[config.mk]
export PLATFORM = sky130hd
export DESIGN_NAME = logic_unit_arbiter
export DESIGN_NICKNAME = d
export VERILOG_FILES = /design/src/rtl/logic_unit_arbiter.sv
export SDC_FILE = /design/constraint.sdc
export NUM_CORES = 1
export LEC_CHECK = 0
export ABC_AREA = 1
export CORE_MARGIN = 2
export CORE_UTILIZATION = 45
export DETAILED_ROUTE_END_ITERATION = 12
export HOLD_SLACK_MARGIN = 0.05
export PLACE_DENSITY = 0.74
export SLEW_MARGIN = 20
export SYNTH_ARGS = -nofsm -noshare
export SYNTH_HDL_FRONTEND = slang
export SYNTH_SLANG_ARGS = --single-unit
[constraint.sdc]
create_clock -name clk -period 1.8 [get_ports clk]
set_input_delay 0.36 -clock clk [delete_from_list [all_inputs] [get_ports clk]]
set_output_delay 0.36 -clock clk [all_outputs]
set_load 0.05 [all_outputs]
[src/rtl/logic_unit_arbiter.sv]
// logic_unit_arbiter
//   Two-requester round-robin arbiter and sequencer for the shared WIDTH-bit
//   integer logic unit (AND/OR/XOR/ADD). One operation in flight at a time:
//   IDLE grants and latches operands, EXEC computes, DONE holds a tagged
//   result until the consumer takes it.
// Ports:
//   clk, rst_n        clock, async active-low reset
//   req[1:0]          per-requester request
//   op0/a0/b0         requester 0 opcode (00 AND,01 OR,10 XOR,11 ADD), operands
//   op1/a1/b1         requester 1 opcode, operands
//   gnt[1:0]          combinational accept (IDLE only, one-hot or zero)
//   res_valid/ready   result handshake
//   res, res_id       result and owning requester
//   res_cout          ADD carry-out (0 for logic ops)
//   res_zero          res == 0
//   busy              state != IDLE
module logic_unit_arbiter #(
  parameter int WIDTH = 4
) (
  input  logic             clk,
  input  logic             rst_n,
  input  logic [1:0]       req,
  input  logic [1:0]       op0,
  input  logic [WIDTH-1:0] a0,
  input  logic [WIDTH-1:0] b0,
  input  logic [1:0]       op1,
  input  logic [WIDTH-1:0] a1,
  input  logic [WIDTH-1:0] b1,
  output logic [1:0]       gnt,
  output logic             res_valid,
  input  logic             res_ready,
  output logic [WIDTH-1:0] res,
  output logic             res_id,
  output logic             res_cout,
  output logic             res_zero,
  output logic             busy
);

  typedef enum logic [1:0] {IDLE = 2'd0, EXEC = 2'd1, DONE = 2'd2} state_t;

  localparam logic [1:0] OP_AND = 2'b00;
  localparam logic [1:0] OP_OR  = 2'b01;
  localparam logic [1:0] OP_XOR = 2'b10;
  localparam logic [1:0] OP_ADD = 2'b11;

  state_t           r_state;
  logic             r_last_id;
  logic [1:0]       r_op;
  logic [WIDTH-1:0] r_a, r_b;
  logic             r_id;
  logic [WIDTH-1:0] r_res;
  logic             r_res_id, r_cout, r_zero, r_valid;

  logic [1:0]       w_gnt;
  logic             w_win;
  logic [WIDTH:0]   w_sum;
  logic [WIDTH-1:0] w_res;

  // Grant only in IDLE; on a tie the requester that did not win last time goes.
  // Gated by rst_n so gnt reads 00 while reset is held, whatever req does.
  always_comb begin
    w_gnt = 2'b00;
    if (rst_n && r_state == IDLE) begin
      case (req)
        2'b01:   w_gnt = 2'b01;
        2'b10:   w_gnt = 2'b10;
        2'b11:   w_gnt = r_last_id ? 2'b01 : 2'b10;
        default: w_gnt = 2'b00;
      endcase
    end
  end

  assign w_win = w_gnt[1];

  // Sum at WIDTH+1 bits so the carry falls out of the top bit.
  assign w_sum = {1'b0, r_a} + {1'b0, r_b};

  always_comb begin
    w_res = '0;
    case (r_op)
      OP_AND:  w_res = r_a & r_b;
      OP_OR:   w_res = r_a | r_b;
      OP_XOR:  w_res = r_a ^ r_b;
      OP_ADD:  w_res = w_sum[WIDTH-1:0];
      default: w_res = '0;
    endcase
  end

  always_ff @(posedge clk or negedge rst_n) begin
    if (!rst_n) begin
      r_state   <= IDLE;
      r_last_id <= 1'b1;
      r_op      <= 2'b00;
      r_a       <= '0;
      r_b       <= '0;
      r_id      <= 1'b0;
      r_res     <= '0;
      r_res_id  <= 1'b0;
      r_cout    <= 1'b0;
      r_zero    <= 1'b0;
      r_valid   <= 1'b0;
    end else begin
      case (r_state)
        IDLE: begin
          if (w_gnt != 2'b00) begin
            r_op      <= w_win ? op1 : op0;
            r_a       <= w_win ? a1  : a0;
            r_b       <= w_win ? b1  : b0;
            r_id      <= w_win;
            r_last_id <= w_win;
            r_state   <= EXEC;
          end
        end
        EXEC: begin
          r_res    <= w_res;
          r_cout   <= (r_op == OP_ADD) ? w_sum[WIDTH] : 1'b0;
          r_zero   <= (w_res == '0);
          r_res_id <= r_id;
          r_valid  <= 1'b1;
          r_state  <= DONE;
        end
        DONE: begin
          // Result fields stay put; only the handshake moves us on.
          if (res_ready) begin
            r_valid <= 1'b0;
            r_state <= IDLE;
          end
        end
        default: r_state <= IDLE;
      endcase
    end
  end

  assign gnt       = w_gnt;
  assign res_valid = r_valid;
  assign res       = r_res;
  assign res_id    = r_res_id;
  assign res_cout  = r_cout;
  assign res_zero  = r_zero;
  assign busy      = (r_state != IDLE);

endmodule

==> metrics list <==
- In this run the standard cell core region covers 0.003078 mm².
- Grt ovf: 0
- The library cells used most frequently in the layout, excluding fill and tap cells, are sky130_fd_sc_hd__nand2_1 (27), sky130_fd_sc_hd__clkdlybuf4s50_1 (24), sky130_fd_sc_hd__inv_1 (23).
- Fraction of power consumed by sequential logic: 27.6%
- After clock tree synthesis, the setup repair step added 0 buffers.
- The number of nets handed over by synthesis was 201.
- Counting both buffers and inverters, the worst setup path holds a total of 3.
- In the final layout, the multi-input gates occupy 748.2 µm².
* Capturing point of the worst reg2reg path: res_zero
* Final-layout fill cell count: 267
- The number of global-route vias before repair is 1291.
* Relative slew slack: 75.87%
- Final period util: 95.98%
- Counting flops and latches in the post-synthesis netlist gives 22.
* Top cell type by total area after synthesis: sky130_fd_sc_hd__dfrtp_1
- Grouping stages by cell kind, the critical path spends the most delay in flip-flops.
- The initial antenna violation count was 0.
* Die X-Extent: 60.99 µm
- DRC errors left: 0
- STA classifies the critical path endpoint as an output port.
* Primary FF master, synth: sky130_fd_sc_hd__dfrtp_1
- Number of nets in the layout: 244
* TritonCTS clock tree: built
- The share of synthesized area in the top cell type comes to 35.96%.
- After synthesis, the cell types taking the most area are sky130_fd_sc_hd__dfrtp_1 (36%), sky130_fd_sc_hd__ha_1 (7.7%), sky130_fd_sc_hd__o22ai_2 (7.7%), sky130_fd_sc_hd__nand2_1 (6.9%), sky130_fd_sc_hd__inv_1 (6.2%).
- The final count of pins violating max slew was 0.
- From bottom edge to top edge, the die measures 60.99 µm.
- Cell area after technology mapping: 0.001461 mm²
* Starting density of the core: 47.48%
- Based on the critical path, the design can be clocked at up to 578.8 MHz.
* RD Place Congestion: 0.8143
- On the final layout, the worst clock skew is 0.02059 ns.
- CTS built an H-tree with a depth of 1.
- After synthesis, the mean cell area works out to 8.804 µm².
- The number of cells on the worst reg-to-reg path is 9.
- Switching portion of total power: 47.45%
- Internal power comes to 1765 µW.
* Transition time at the pin with the least slew margin: 0.3619 ns
* PwrDens: 1709 mW/mm²
- The min-delay analysis places its worst path in the category input pin to async pin.
- Die outline area: 0.003719 mm²
- The HPWL after detailed placement is 2587 µm.
* Master cell of the clock root buffer: sky130_fd_sc_hd__clkbuf_4
- Of all nets on the critical path, the largest fanout is 2.
* Leakage power figure: 0.0009193 µW
- Clock share of power: 11.6%
- The final hold violation count is 0.
* Layout Cell Area excl Fill: 0.001964 mm²
* Cells after synthesis: 166
- The later pin in the worst-skew pair is clocked with a latency of 0.33 ns.
- Maximum number of pins on one net before global-route repair: 23
* Launching point of the worst reg2reg path: r_a[0]
- The run finished with clean final reports.
- Across the run, the number of max-cap violations was 0.
* WL per Instance: 12.70 µm
* Total clock sinks: 22
- Summed over all layers, the routed wires come to 3201 µm.
- DR vias: 1281
* Share of final-layout standard cells stronger than drive strength 1: 27.40%
- Input and output buffers added on the ports amount to 35.
- Part of the total power dissipated in combinational logic: 60.8%
* Aggregate global-route resource usage: 20.49%
- During synthesis, Yosys emitted a total of 0 warnings.
- The area growth from synthesis to layout is 34.42%.
* Cells traversed along the worst timing path: inv_1 -> a21oi_1 -> nand2_2 -> inv_2 -> buf_12
* Critical path's largest stage delay: 0.56 ns
- Count of unique library cells instantiated by Yosys: 30
* Worst-case register-to-register setup slack: 0.13 ns
* Antenna violation net count after detailed routing: 0
- The repair_antennas step left the layout with diodes totalling 0.
- Data on the critical path arrives at its endpoint at 1.37 ns.
- Number of enable flip-flop cells after synthesis: 0
- Drt first-iter violations: 42
- Required @ worst endpoint: 1.44 ns
* Number of buffers on the longest clock path: 2
* Slowest CP cell: sky130_fd_sc_hd__dfstp_2
- Registers take 551.8 µm².
- Psw: 1593 µW
- Buffers inserted to repair hold after CTS numbered 0.
- Before antenna repair, the detailed router went through 5 iterations.
- Using the TritonRoute via totals, the vias-per-cell ratio works out to 5.083.
- Global-route wire length before repair: 5547 µm
- Total number of placement rows: 20
- Critical path type: flip-flop to output port
- Clock transition time at the flip-flop clock pins of the worst setup and hold paths: 0.14 ns
- Most common library cell in the layout ignoring fill and taps: sky130_fd_sc_hd__nand2_1
* IR Drop Worst-Case VDD: 0.0006123 V
- On the final layout, the worst hold slack is 0.4006 ns.
* Placed inst area: 0.001901 mm²
- In the synthesized netlist the async set-or-reset flop fraction comes to 100.0%.
- The number of clock buffers added by TritonCTS is 3.
* Final setup violation count: 0
* I/O pins: 36
* Crit path time final: 1.728 ns
- Unrepaired setup endpoints after global routing: yes
- Sequential-to-total area share from yosys stat: 37.76%
- STA classifies the critical path startpoint as a flip-flop.
==> sequential cells by signal (all words and copies together) (netlist names), 2 cells and up <==
register  count
r_state       2
r_a           4
r_op          2
r_b           4
res           4
==> cells by family after synthesis <==
logic type / share of synthesized area (%)
AO/OA/AOI/OAI: 18.58
adder cells (fa/ha/maj): 9.076
AND/OR/NAND/NOR: 22.77
flip-flops: 37.76
buffers and inverters: 11.82
==> Yosys cell counts, types with 2 or more instances <==
master	instances
sky130_fd_sc_hd__ha_1	9
sky130_fd_sc_hd__inv_1	24
sky130_fd_sc_hd__o21ai_2	9
sky130_fd_sc_hd__inv_2	2
sky130_fd_sc_hd__nor2_2	2
sky130_fd_sc_hd__nand2_1	27
sky130_fd_sc_hd__nor2_1	14
sky130_fd_sc_hd__dfrtp_1	21
sky130_fd_sc_hd__nand3_1	17
sky130_fd_sc_hd__nand2_4	2
sky130_fd_sc_hd__a21oi_1	2
sky130_fd_sc_hd__o21ai_0	10
sky130_fd_sc_hd__buf_6	2
sky130_fd_sc_hd__o22ai_2	9
==> worst reg2reg max path, delay by kind of cell, from the launching register on <==
kind,cells,cell delay (ns)
DFF,1,0.42
adders and majority gates,2,0.76
and+or+nand+nor,7,0.43
==> metal layers <==
| metal | share of wire (%) | vias up | global-route usage [%] |
|---|---|---|---|
| li1 | - | 622 | - |
| met1 | 40 | 577 | 24.33 |
| met2 | 51 | 69 | 36.41 |
| met3 | 5.8 | 13 | 2.345 |
| met4 | 3.0 | 0 | 10.25 |
| met5 | 0 | - | 0 |
==> final cells by class <==
class | instances | area share [%]
well taps | 44 | 2.803
inverters | 27 | 5.287
clock inverters | 1 | 1.529
clock buffers | 3 | 1.146
multi-input cells | 111 | 38.09
flip-flops and latches | 22 | 28.09
repair buffers | 44 | 23.06
==> metrics by stage <==
stage	total power [µW]	TNS, ns	util [%]	setup WS (ns)	cells
floorplan	2384	0	-	0.2570	166
global placement	2839	0	61.75	0.03364	248
detailed placement	2943	0	61.75	0.04896	248
CTS	3333	0	63.46	0.02761	252
global route	3615	-0.02386	63.82	-0.02293	252
finish	3358	0	63.82	0.07238	252
==> how the worst max path moves through the flow <==
stage | from | to | slack, ns | cells after the start
floorplan | r_a[0] | res_zero | 0.26 | 9
global placement | rst_n | gnt[1] | 0.03 | 4
detailed placement | rst_n | gnt[0] | 0.05 | 6
CTS | rst_n | gnt[1] | 0.03 | 4
global route | r_a[0] | res_zero | -0.02 | 9
finish | r_last_id | gnt[0] | 0.07 | 5
==> power by group through the flow <==
| stage | clock [µW] | sequential [µW] | combinational (µW) |
|---|---|---|---|
| floorplan | 0 | 1130 | 1250 |
| detailed placement | 0 | 936 | 2010 |
| global route | 409 | 960 | 2250 |
| CTS | 394 | 926 | 2010 |
| finish | 389 | 927 | 2040 |
| global placement | 0 | 918 | 1920 |
==> what timing repair did <==
action                                  CTS  global route
endpoints found under the setup margin    0             3
resized for setup                         0             4
hold endpoints to repair                  0             0
No activity file was read; power rests on OpenSTA's default activity.
